[config.mk]
export PLATFORM = sky130hd
export DESIGN_NAME = al4s3b_wb_master_flat
export DESIGN_NICKNAME = d
export VERILOG_FILES = /design/src/rtl/al4s3b_wb_pkg.sv /design/src/rtl/al4s3b_wb_master_if.sv /design/src/rtl/al4s3b_wb_timeout_cntr.sv /design/src/rtl/al4s3b_wb_master.sv /design/src/flat_wrapper.sv
export SDC_FILE = /design/constraint.sdc
export NUM_CORES = 1
export LEC_CHECK = 0
export ABC_AREA = 1
export ABC_CLOCK_PERIOD_IN_PS = 2800
export CORE_MARGIN = 2
export CORE_UTILIZATION = 39
export DETAILED_ROUTE_END_ITERATION = 10
export PLACE_DENSITY = 0.82
export SETUP_SLACK_MARGIN = 0.15
export SLEW_MARGIN = 20
export SYNTH_ARGS = -nofsm -noshare
export SYNTH_HDL_FRONTEND = slang
export SYNTH_HIERARCHICAL = 1
export SYNTH_SLANG_ARGS = --single-unit
[constraint.sdc]
create_clock -name WBs_CLK_i -period 2.8 [get_ports WBs_CLK_i]
set_input_delay 0.28 -clock WBs_CLK_i [delete_from_list [all_inputs] [get_ports WBs_CLK_i]]
set_output_delay 0.28 -clock WBs_CLK_i [all_outputs]
set_load 0.02 [all_outputs]
[src/rtl/al4s3b_wb_pkg.sv]
// Shared definitions for the AL4S3B Wishbone initiator and the register slaves it talks to.
package al4s3b_wb_pkg;

  typedef enum logic [1:0] {
    ST_IDLE   = 2'd0,
    ST_ACCESS = 2'd1,
    ST_RESP   = 2'd2
  } wb_state_e;

  localparam int BYTE_STB_W = 4;

  // Read data returned on a timeout abort. The QL reserved block answers
  // with the same value so both ends of the bus agree.
  localparam logic [31:0] ERR_RD_VALUE_DEF     = 32'hDEF_FAB_AC;
  localparam logic [31:0] QL_DEFAULT_REG_VALUE = ERR_RD_VALUE_DEF;

endpackage

[src/rtl/al4s3b_wb_master_if.sv]
// Command/response handshake and Wishbone bus bundle for the AL4S3B initiator.
// cmd and rsp are strict valid/ready: a transfer happens on any edge where valid&ready are both high.
interface al4s3b_wb_master_if #(
  parameter int ADDRWIDTH = 17,
  parameter int DATAWIDTH = 32
);
  logic                                  cmd_valid_i;
  logic                                  cmd_ready_o;
  logic                                  cmd_we_i;
  logic [ADDRWIDTH-1:0]                  cmd_adr_i;
  logic [DATAWIDTH-1:0]                  cmd_dat_i;
  logic [al4s3b_wb_pkg::BYTE_STB_W-1:0]  cmd_sel_i;

  logic                                  rsp_valid_o;
  logic                                  rsp_ready_i;
  logic [DATAWIDTH-1:0]                  rsp_dat_o;
  logic                                  rsp_err_o;

  logic [ADDRWIDTH-1:0]                  WBm_ADR_o;
  logic                                  WBm_CYC_o;
  logic                                  WBm_STB_o;
  logic                                  WBm_WE_o;
  logic [al4s3b_wb_pkg::BYTE_STB_W-1:0]  WBm_BYTE_STB_o;
  logic [DATAWIDTH-1:0]                  WBm_DAT_o;
  logic [DATAWIDTH-1:0]                  WBm_DAT_i;
  logic                                  WBm_ACK_i;

  al4s3b_wb_pkg::wb_state_e              state_dbg;

  modport master (
    input  cmd_valid_i, cmd_we_i, cmd_adr_i, cmd_dat_i, cmd_sel_i,
    input  rsp_ready_i, WBm_DAT_i, WBm_ACK_i,
    output cmd_ready_o, rsp_valid_o, rsp_dat_o, rsp_err_o,
    output WBm_ADR_o, WBm_CYC_o, WBm_STB_o, WBm_WE_o, WBm_BYTE_STB_o, WBm_DAT_o,
    output state_dbg
  );

  modport slave (
    output cmd_valid_i, cmd_we_i, cmd_adr_i, cmd_dat_i, cmd_sel_i,
    output rsp_ready_i, WBm_DAT_i, WBm_ACK_i,
    input  cmd_ready_o, rsp_valid_o, rsp_dat_o, rsp_err_o,
    input  WBm_ADR_o, WBm_CYC_o, WBm_STB_o, WBm_WE_o, WBm_BYTE_STB_o, WBm_DAT_o,
    input  state_dbg
  );
endinterface

[src/rtl/al4s3b_wb_timeout_cntr.sv]
// Loadable down-counter with zero detect; bounds how long STB waits for ACK.
module al4s3b_wb_timeout_cntr #(
  parameter int WIDTH = 5
) (
  input  logic             WBs_CLK_i,
  input  logic             WBs_RST_i,
  input  logic             load_i,
  input  logic [WIDTH-1:0] load_val_i,
  input  logic             dec_i,
  output logic             zero_o
);
  logic [WIDTH-1:0] cnt_q, cnt_d;

  always_comb begin
    cnt_d = cnt_q;
    if (load_i)
      cnt_d = load_val_i;
    else if (dec_i && (cnt_q != '0))
      cnt_d = cnt_q - 1'b1;
  end

  always_ff @(posedge WBs_CLK_i or posedge WBs_RST_i) begin
    if (WBs_RST_i) cnt_q <= '0;
    else           cnt_q <= cnt_d;
  end

  assign zero_o = (cnt_q == '0);
endmodule

[src/rtl/al4s3b_wb_master.sv]
// Single-outstanding Wishbone initiator: one command in, one classic CYC/STB cycle,
// one response out, with a timeout that turns a missing ACK into an error response.
module al4s3b_wb_master
  import al4s3b_wb_pkg::*;
#(
  parameter int                    ADDRWIDTH     = 17,
  parameter int                    DATAWIDTH     = 32,
  parameter int                    TO_CNTR_WIDTH = 5,
  parameter int                    TO_CYCLES     = 16,
  parameter logic [DATAWIDTH-1:0]  ERR_RD_VALUE  = ERR_RD_VALUE_DEF
) (
  input  logic                 WBs_CLK_i,
  input  logic                 WBs_RST_i,
  al4s3b_wb_master_if.master   bus,
  output logic [7:0]           to_count_o
);
  localparam logic [TO_CNTR_WIDTH-1:0] TO_LOAD = TO_CNTR_WIDTH'(TO_CYCLES - 1);

  wb_state_e               state_q, state_d;
  logic [ADDRWIDTH-1:0]    adr_q, adr_d;
  logic [DATAWIDTH-1:0]    dat_q, dat_d;
  logic [BYTE_STB_W-1:0]   sel_q, sel_d;
  logic                    we_q, we_d;
  logic                    cyc_q, cyc_d;
  logic                    rsp_valid_q, rsp_valid_d;
  logic [DATAWIDTH-1:0]    rsp_dat_q, rsp_dat_d;
  logic                    rsp_err_q, rsp_err_d;
  logic [7:0]              to_count_q, to_count_d;
  logic                    cmd_ready;
  logic                    cnt_load, cnt_dec, cnt_zero;

  al4s3b_wb_timeout_cntr #(.WIDTH(TO_CNTR_WIDTH)) u_to_cntr (
    .WBs_CLK_i  (WBs_CLK_i),
    .WBs_RST_i  (WBs_RST_i),
    .load_i     (cnt_load),
    .load_val_i (TO_LOAD),
    .dec_i      (cnt_dec),
    .zero_o     (cnt_zero)
  );

  always_comb begin
    state_d     = state_q;
    adr_d       = adr_q;
    dat_d       = dat_q;
    sel_d       = sel_q;
    we_d        = we_q;
    cyc_d       = cyc_q;
    rsp_valid_d = rsp_valid_q;
    rsp_dat_d   = rsp_dat_q;
    rsp_err_d   = rsp_err_q;
    to_count_d  = to_count_q;
    cmd_ready   = 1'b0;
    cnt_load    = 1'b0;
    cnt_dec     = 1'b0;
    case (state_q)
      ST_IDLE: begin
        cmd_ready = 1'b1;
        if (bus.cmd_valid_i) begin
          adr_d    = bus.cmd_adr_i;
          dat_d    = bus.cmd_dat_i;
          sel_d    = bus.cmd_sel_i;
          we_d     = bus.cmd_we_i;
          cyc_d    = 1'b1;
          cnt_load = 1'b1;
          state_d  = ST_ACCESS;
        end
      end
      ST_ACCESS: begin
        // ACK is checked before the counter so an ACK on the last cycle still succeeds.
        if (bus.WBm_ACK_i) begin
          cyc_d       = 1'b0;
          rsp_dat_d   = we_q ? '0 : bus.WBm_DAT_i;
          rsp_err_d   = 1'b0;
          rsp_valid_d = 1'b1;
          state_d     = ST_RESP;
        end else if (cnt_zero) begin
          cyc_d       = 1'b0;
          rsp_dat_d   = we_q ? '0 : ERR_RD_VALUE;
          rsp_err_d   = 1'b1;
          rsp_valid_d = 1'b1;
          if (to_count_q != 8'hFF) to_count_d = to_count_q + 8'd1;
          state_d     = ST_RESP;
        end else begin
          cnt_dec = 1'b1;
        end
      end
      ST_RESP: begin
        if (bus.rsp_ready_i) begin
          rsp_valid_d = 1'b0;
          state_d     = ST_IDLE;
        end
      end
      default: begin
        adr_d       = '0;
        dat_d       = '0;
        sel_d       = '0;
        we_d        = 1'b0;
        cyc_d       = 1'b0;
        rsp_valid_d = 1'b0;
        rsp_dat_d   = '0;
        rsp_err_d   = 1'b0;
        state_d     = ST_IDLE;
      end
    endcase
  end

  always_ff @(posedge WBs_CLK_i or posedge WBs_RST_i) begin
    if (WBs_RST_i) begin
      state_q     <= ST_IDLE;
      adr_q       <= '0;
      dat_q       <= '0;
      sel_q       <= '0;
      we_q        <= 1'b0;
      cyc_q       <= 1'b0;
      rsp_valid_q <= 1'b0;
      rsp_dat_q   <= '0;
      rsp_err_q   <= 1'b0;
      to_count_q  <= 8'd0;
    end else begin
      state_q     <= state_d;
      adr_q       <= adr_d;
      dat_q       <= dat_d;
      sel_q       <= sel_d;
      we_q        <= we_d;
      cyc_q       <= cyc_d;
      rsp_valid_q <= rsp_valid_d;
      rsp_dat_q   <= rsp_dat_d;
      rsp_err_q   <= rsp_err_d;
      to_count_q  <= to_count_d;
    end
  end

  assign bus.cmd_ready_o    = cmd_ready;
  assign bus.rsp_valid_o    = rsp_valid_q;
  assign bus.rsp_dat_o      = rsp_dat_q;
  assign bus.rsp_err_o      = rsp_err_q;
  assign bus.WBm_ADR_o      = adr_q;
  assign bus.WBm_DAT_o      = dat_q;
  assign bus.WBm_BYTE_STB_o = sel_q;
  assign bus.WBm_WE_o       = we_q;
  assign bus.WBm_CYC_o      = cyc_q;
  assign bus.WBm_STB_o      = cyc_q;
  assign bus.state_dbg      = state_q;
  assign to_count_o         = to_count_q;
endmodule

[src/flat_wrapper.sv]
// flat-port wrapper written by rule: the top's interface ports become plain ports
module al4s3b_wb_master_flat import al4s3b_wb_pkg::*;
#(
  parameter int                    ADDRWIDTH     = 17,
  parameter int                    DATAWIDTH     = 32,
  parameter int                    TO_CNTR_WIDTH = 5,
  parameter int                    TO_CYCLES     = 16,
  parameter logic [DATAWIDTH-1:0]  ERR_RD_VALUE  = ERR_RD_VALUE_DEF
)
  (WBs_CLK_i, WBs_RST_i, to_count_o, bus_cmd_valid_i, bus_cmd_we_i, bus_cmd_adr_i, bus_cmd_dat_i, bus_cmd_sel_i, bus_rsp_ready_i, bus_WBm_DAT_i, bus_WBm_ACK_i, bus_cmd_ready_o, bus_rsp_valid_o, bus_rsp_dat_o, bus_rsp_err_o, bus_WBm_ADR_o, bus_WBm_CYC_o, bus_WBm_STB_o, bus_WBm_WE_o, bus_WBm_BYTE_STB_o, bus_WBm_DAT_o, bus_state_dbg);
  al4s3b_wb_master_if #(.ADDRWIDTH(ADDRWIDTH), .DATAWIDTH(DATAWIDTH)) bus_i ();
  input  logic WBs_CLK_i;
  input  logic WBs_RST_i;
  output logic [7:0] to_count_o;
  input wire logic [$bits(bus_i.cmd_valid_i)-1:0] bus_cmd_valid_i;
  input wire logic [$bits(bus_i.cmd_we_i)-1:0] bus_cmd_we_i;
  input wire logic [$bits(bus_i.cmd_adr_i)-1:0] bus_cmd_adr_i;
  input wire logic [$bits(bus_i.cmd_dat_i)-1:0] bus_cmd_dat_i;
  input wire logic [$bits(bus_i.cmd_sel_i)-1:0] bus_cmd_sel_i;
  input wire logic [$bits(bus_i.rsp_ready_i)-1:0] bus_rsp_ready_i;
  input wire logic [$bits(bus_i.WBm_DAT_i)-1:0] bus_WBm_DAT_i;
  input wire logic [$bits(bus_i.WBm_ACK_i)-1:0] bus_WBm_ACK_i;
  output wire logic [$bits(bus_i.cmd_ready_o)-1:0] bus_cmd_ready_o;
  output wire logic [$bits(bus_i.rsp_valid_o)-1:0] bus_rsp_valid_o;
  output wire logic [$bits(bus_i.rsp_dat_o)-1:0] bus_rsp_dat_o;
  output wire logic [$bits(bus_i.rsp_err_o)-1:0] bus_rsp_err_o;
  output wire logic [$bits(bus_i.WBm_ADR_o)-1:0] bus_WBm_ADR_o;
  output wire logic [$bits(bus_i.WBm_CYC_o)-1:0] bus_WBm_CYC_o;
  output wire logic [$bits(bus_i.WBm_STB_o)-1:0] bus_WBm_STB_o;
  output wire logic [$bits(bus_i.WBm_WE_o)-1:0] bus_WBm_WE_o;
  output wire logic [$bits(bus_i.WBm_BYTE_STB_o)-1:0] bus_WBm_BYTE_STB_o;
  output wire logic [$bits(bus_i.WBm_DAT_o)-1:0] bus_WBm_DAT_o;
  output wire logic [$bits(bus_i.state_dbg)-1:0] bus_state_dbg;
  assign bus_i.cmd_valid_i = bus_cmd_valid_i;
  assign bus_i.cmd_we_i = bus_cmd_we_i;
  assign bus_i.cmd_adr_i = bus_cmd_adr_i;
  assign bus_i.cmd_dat_i = bus_cmd_dat_i;
  assign bus_i.cmd_sel_i = bus_cmd_sel_i;
  assign bus_i.rsp_ready_i = bus_rsp_ready_i;
  assign bus_i.WBm_DAT_i = bus_WBm_DAT_i;
  assign bus_i.WBm_ACK_i = bus_WBm_ACK_i;
  assign bus_cmd_ready_o = bus_i.cmd_ready_o;
  assign bus_rsp_valid_o = bus_i.rsp_valid_o;
  assign bus_rsp_dat_o = bus_i.rsp_dat_o;
  assign bus_rsp_err_o = bus_i.rsp_err_o;
  assign bus_WBm_ADR_o = bus_i.WBm_ADR_o;
  assign bus_WBm_CYC_o = bus_i.WBm_CYC_o;
  assign bus_WBm_STB_o = bus_i.WBm_STB_o;
  assign bus_WBm_WE_o = bus_i.WBm_WE_o;
  assign bus_WBm_BYTE_STB_o = bus_i.WBm_BYTE_STB_o;
  assign bus_WBm_DAT_o = bus_i.WBm_DAT_o;
  assign bus_state_dbg = bus_i.state_dbg;
  al4s3b_wb_master #(.ADDRWIDTH(ADDRWIDTH), .DATAWIDTH(DATAWIDTH), .TO_CNTR_WIDTH(TO_CNTR_WIDTH), .TO_CYCLES(TO_CYCLES), .ERR_RD_VALUE(ERR_RD_VALUE)) u_core (.WBs_CLK_i(WBs_CLK_i), .WBs_RST_i(WBs_RST_i), .bus(bus_i), .to_count_o(to_count_o));
endmodule
# Yosys cells after proc, flatten, opt, wreduce, memory -nomap -nowiden
# Index checks and enable logic that the tools add are counted.
dict set report classes {
  addsub 2
  eq_ne 6
  muxes 36
  bitwise 5
  n_reduce_logical 13
}
# operator count
set op_table {}
lappend op_table {{2-to-1 mux 32 bit} 5}
lappend op_table {{one-hot mux 32 bit (2 select lines)} 2}
lappend op_table {{one-hot mux 17 bit (2 select lines)} 1}
lappend op_table {{2-to-1 mux 17 bit} 1}
lappend op_table {{2-to-1 mux 1 bit} 14}
lappend op_table {{2-to-1 mux 5 bit} 2}
lappend op_table {{AND reduction 3 bit} 3}
lappend op_table {{adder 8 x 1 -> 8 bit, second input constant} 1}
lappend op_table {{2-to-1 mux 2 bit} 4}
lappend op_table {{inequality test 8 bit, second input constant} 1}
lappend op_table {{one-hot mux 4 bit (2 select lines)} 1}
lappend op_table {{one-hot mux 1 bit (3 select lines)} 2}
lappend op_table {{one-hot mux 2 bit (3 select lines)} 1}
lappend op_table {{logical NOT 5 bit} 1}
lappend op_table {{NOT 1 bit} 5}
lappend op_table {{nonzero test 5 bit} 1}
lappend op_table {{subtractor 5 x 1 -> 5 bit, second input constant} 1}
lappend op_table {{2-to-1 mux 4 bit} 1}
lappend op_table {{inequality test 2 bit, second input constant} 2}
lappend op_table {{one-hot mux 1 bit (2 select lines)} 2}
lappend op_table {{AND reduction 2 bit} 2}
lappend op_table {{AND reduction 4 bit} 1}
lappend op_table {{OR reduction 2 bit} 2}
lappend op_table {{inequality test 3 x 2 -> 1 bit, second input constant} 1}
lappend op_table {{other kinds (5)} 5}
dict set report totals {
  regBits 104
  input_bits 91
  out_inout_bits 101
  elab_cells 73
}

# Depth between registers and ports, before layout
dict set report logic_depth {
  depth_word 7
  mapped_depth 11
  ltp_nobuf 11
}

# Cells and area by module
# The synthesis kept the hierarchy.
# module n_inst cells_each area_per_inst_um2 seq_area_each_um2
set by_module_without_submodules {}
lappend by_module_without_submodules {al4s3b_wb_master 1 480 4316.6 2477.4}
lappend by_module_without_submodules {al4s3b_wb_timeout_cntr 1 49 345.3 125.1}

# Least setup slack after synthesis
# OpenSTA, ideal clock, no wires.
dict set report synth_path {
  path_type {reg2reg}
  from {register u_core.state_q[0], in the netlist u_core/bus.state_dbg[0]}
  to {register u_core.u_to_cntr.cnt_q[2]}
  setup_time_ps 117
  arrival_ps 1893
  t_required_ps 2683
  path_slack_ps 790
  path_stages_with_launch 12
  path_buffers 2
  period_less_slack_ps 2010
  cell_sequence {dfrtp_1 > inv_1 > ha_1 > buf_2 > buf_2 > nand2_1 > inv_1 > inv_2 > o21ai_0 > nand2_1 > nand2_1 > nand2_1}
}
dict set report synth_between {
  word_cells_on_any_way 7
  cone_classes {eq/ne (1); mux (3); reduce/logical (3)}
}
# element line_no
set synth_rtl {}
lappend synth_rtl {{start, declared} al4s3b_wb_master.sv:19} ;# wb_state_e state_q, state_d;
lappend synth_rtl {{start signal, assigned} al4s3b_wb_master.sv:120} ;# state_q <= state_d;
lappend synth_rtl {{logical NOT 2 bit (*)} al4s3b_wb_master.sv:55} ;# case (state_q)
lappend synth_rtl {{2-to-1 mux 1 bit (*)} al4s3b_wb_master.sv:55}
lappend synth_rtl {{net u_core.cnt_load} al4s3b_wb_master.sv:30} ;# logic cnt_load, cnt_dec, cnt_zero;
lappend synth_rtl {{2-to-1 mux 5 bit or nonzero test 2 bit (tied branches)} -}
lappend synth_rtl {{end signal, assigned} al4s3b_wb_timeout_cntr.sv:24} ;# else cnt_q <= cnt_d;
lappend synth_rtl {{end, declared} al4s3b_wb_timeout_cntr.sv:12} ;# logic [WIDTH-1:0] cnt_q, cnt_d;
# The timed path passes the listed nets; every way through them passes the cells marked *.
# A chain may end at the register's enable or synchronous reset.

# Final worst setup path
dict set report layout_path {
  from {register u_core.state_q[0], in the netlist u_core/bus.state_dbg[0]}
  to {output port bus_cmd_ready_o}
}
dict set report layout_between {
  elab_chain_cells 2
}
# element line_no
set layout_lines {}
lappend layout_lines {{logical NOT 2 bit} al4s3b_wb_master.sv:55}
lappend layout_lines {{2-to-1 mux 1 bit} al4s3b_wb_master.sv:55}
lappend layout_lines {{end, declared} flat_wrapper.sv:23} ;# output wire logic [$bits(bus_i.cmd_ready_o)-1:0] bus_cmd_ready_o;
# No other way between the ends.

==> qor.yml <==
io_pins: 192
syn-cell-area_mm2: 0.00466
grt_pass1_wl_um: 20400
synthMuxAreaShare_pct: 0
port_buffers: 191
dp.cells: 845
max_freq_mhz: 416
multiInputGateArea_mm2: 0.00159
synth_top_family_by_area: "simple AND/OR/NAND/NOR gates"
path_cells: "inv_1, ha_2, clkdlybuf4s50_1"
cts_tree: "yes"
num-nets-final: 809
clockBufferDepth: 2
post_cts_resized: 0
grt_use_total_pct: 19.8
hp-class: "in2async"
grt_pass1_vias: 4206
synth_compound_area_share_pct: 13.8
instances_no_fill: 861
die_h_um: 113
grt_max_degree: 47
hpwl_um: 9340
p_per_area_mw_per_mm2: 1060
cp_slowest_cell: "clkdlybuf4s50_1"
vias_per_cell: 4.96
rsz0062_at_grt: "false"
ys.warnings.count: 6
drive_gt1_share_pct: 5.43
synth.avg_cell_area_um2: 8.81
critPathMaxStageDelay_ns: 0.71
max_cap_viol_count: 0
antenna_left: 0
num_rows: 39
path_max_fanout: 28
timing.rr.start: "u_core/bus.state_dbg[0]"
routedWlPerCell_um: 14.8
cp-start-kind: "flip-flop"
holdBufCountCts: 0
syn_inst: 529
clk_pin_slew_worst_paths_ns: 0.07
layout_min_cycle_time_ns: 2.40
numCtsBuffers: 9
fin_crit_sh_pct: 85.9
vias: 4268
worstReg2RegEnd: "u_core/bus.rsp_dat_o[28]"
seqCellArea_mm2: 0.00260
hold_viol: 0
skew_ns: 0.00627
area_growth_syn_to_layout_pct: 49.8
nFillCells: 978
cts_setup_buffers: 0
drc: 0
crit_path_end_kind: "output pin"
dr.pass1.iters: 7
vdd_drop_max_mv: 0.640
ys_ff_latch: 104
h-tree-depth: 3
tightest_slew_ns: 0.750
leakage_nw: 3.03
dieArea_mm2: 0.0128
crit_type: "reg2out"
design_area_mm2: 0.00698
initial_core_util_pct: 40.3
wl_um: 12700
clk_latency_ns: 0.34
grt-ovfl-total: 0
drtIter0Drc: 361
required_ns: 2.52
antenna_found_initial: 0
setup_tns_ns: 0
slew_violations: 0
synth_xor_area_share_pct: 0.564
ys_seq_area_share_pct: 55.8
status: "complete, no violations"
n_antenna_cell: 0
worstPathArrival_ns: 2.12
cts.sinks: 104
r2r_cells: 6
ys_types: 28
relSlewSlack_pct: 49.9
synth_simple_gate_area_share_pct: 18.0
synth_fa_ha_area_share_pct: 1.34
placedInstanceArea_mm2: 0.00670
core_mm2: 0.0116
cts_root_buffer: "clkbuf_16"
die_x_um: 113
rrSetupSlack_ns: 0.48
setup_viol: 0
place_congestion: 0.858
==> how the worst max path moves through the flow <==
| stage | startpoint | to | slack (ns) | cells after the start |
|---|---|---|---|---|
| 2_1_floorplan | u_core/bus.state_dbg[0] | u_core/u_to_cntr/cnt_q[2] | 0.79 | 11 |
| 6_report | u_core/bus.state_dbg[0] | bus_cmd_ready_o | 0.40 | 3 |
| 3_3_place_gp | u_core/bus.state_dbg[0] | u_core/bus.rsp_dat_o[30] | 0.61 | 6 |
| 3_5_place_dp | u_core/bus.state_dbg[0] | u_core/bus.rsp_dat_o[28] | 0.47 | 6 |
| 4_1_cts | u_core/bus.state_dbg[0] | bus_cmd_ready_o | 0.36 | 3 |
| 5_1_grt | u_core/bus.state_dbg[0] | u_core/bus.rsp_dat_o[30] | 0.27 | 6 |
==> flip-flops by register name, indices dropped and copies added, names as in the netlist, 2 cells and up <==
register                   cells
u_core/bus.WBm_DAT_o          32
u_core/bus.rsp_dat_o          32
u_core/bus.WBm_ADR_o          17
u_core/to_count_o              8
u_core/u_to_cntr/cnt_q         5
u_core/bus.WBm_BYTE_STB_o      4
u_core/bus.state_dbg           2
==> logic make-up (layout without fill, tap and decap cells) <==
| logic type | Yosys count | count (layout) |
|---|---|---|
| other | 2 | 5 |
| AOI/OAI and AO/OA | 123 | 123 |
| adders and majority gates | 5 | 5 |
| DFF | 104 | 104 |
| xor gates and xnor gates | 3 | 3 |
| and+or+nand+nor | 183 | 183 |
| buffers and inverters | 109 | 295 |
==> synthesized netlist by cell type (all sizes together) <==
cell | number | share of area (%)
xor2 | 2 | 0.38
nand2 | 95 | 8.1
o21a | 1 | 0.16
buf | 22 | 3.3
nand3b | 3 | 0.48
a21oi | 1 | 0.35
nand3 | 68 | 7.5
a21boi | 1 | 0.16
dfrtp | 104 | 56
conb | 2 | 0.16
xnor2 | 1 | 0.19
o21ai | 120 | 13
nor3 | 1 | 0.35
nand4 | 2 | 0.27
nor2 | 14 | 1.3
clkbuf | 7 | 0.62
inv | 80 | 6.4
ha | 5 | 1.3
==> per-layer routing <==
metal | part of all wire (%) | wire length, um | GRT usage (%)
met2 | 46 | 5920 | 32.4
met1 | 41 | 5210 | 24.0
met3 | 9.4 | 1200 | 5.84
met5 | 0 | 0 | 0
met4 | 3.3 | 422 | 9.92
==> through the flow <==
| stage | worst slack, ns | hold slack (ns) | utilization [%] | power, mW |
|---|---|---|---|---|
| final | 0.395 | 0.232 | 60.4 | 7.37 |
| after global routing | 0.267 | 0.245 | 60.4 | 7.87 |
| after CTS | 0.363 | 0.225 | 60.4 | 7.43 |
| after detailed placement | 0.472 | 0.478 | 57.9 | 6.17 |
| after global placement | 0.611 | 0.466 | 57.9 | 5.99 |
| after floorplan | 0.790 | 0.0585 | - | 4.70 |
==> critical path, delay by kind of cell (launching register included) <==
kind	cells	cell delay [ns]
flip-flops	1	0.39
buffers and inverters	2	0.82
adder cells (fa/ha/maj)	1	0.56
==> report_power, final <==
part | total [mW] | switching, mW | internal, mW
Clock | 1.22 | 0.531 | 0.694
Combinational | 3.83 | 2.27 | 1.56
Sequential | 2.31 | 0.309 | 2.00
Total | 7.37 | 3.11 | 4.25
==> cell usage in the layout (no fill, tap or decap), types with 3 or more instances in the layout <==
master	count
dfrtp_1	104
inv_1	76
o21ai_1	45
buf_4	4
nor2_1	11
ha_1	4
nand2_1	91
clkbuf_1	4
conb_1	5
nand3b_1	3
clkbuf_16	9
nand3_1	66
o21ai_2	3
o21ai_0	72
nor2_2	3
inv_2	3
buf_12	4
clkdlybuf4s50_1	191
==> layout make-up <==
cell class | instances | area share [%]
Tap cell | 143 | 2.56
Clock inverter | 3 | 0.609
Clock buffer | 13 | 3.44
Timing Repair Buffer | 199 | 29.0
Inverter | 80 | 4.35
Sequential cell | 104 | 37.3
Multi-Input combinational cell | 319 | 22.8
No activity file was read; power rests on OpenSTA's default activity.
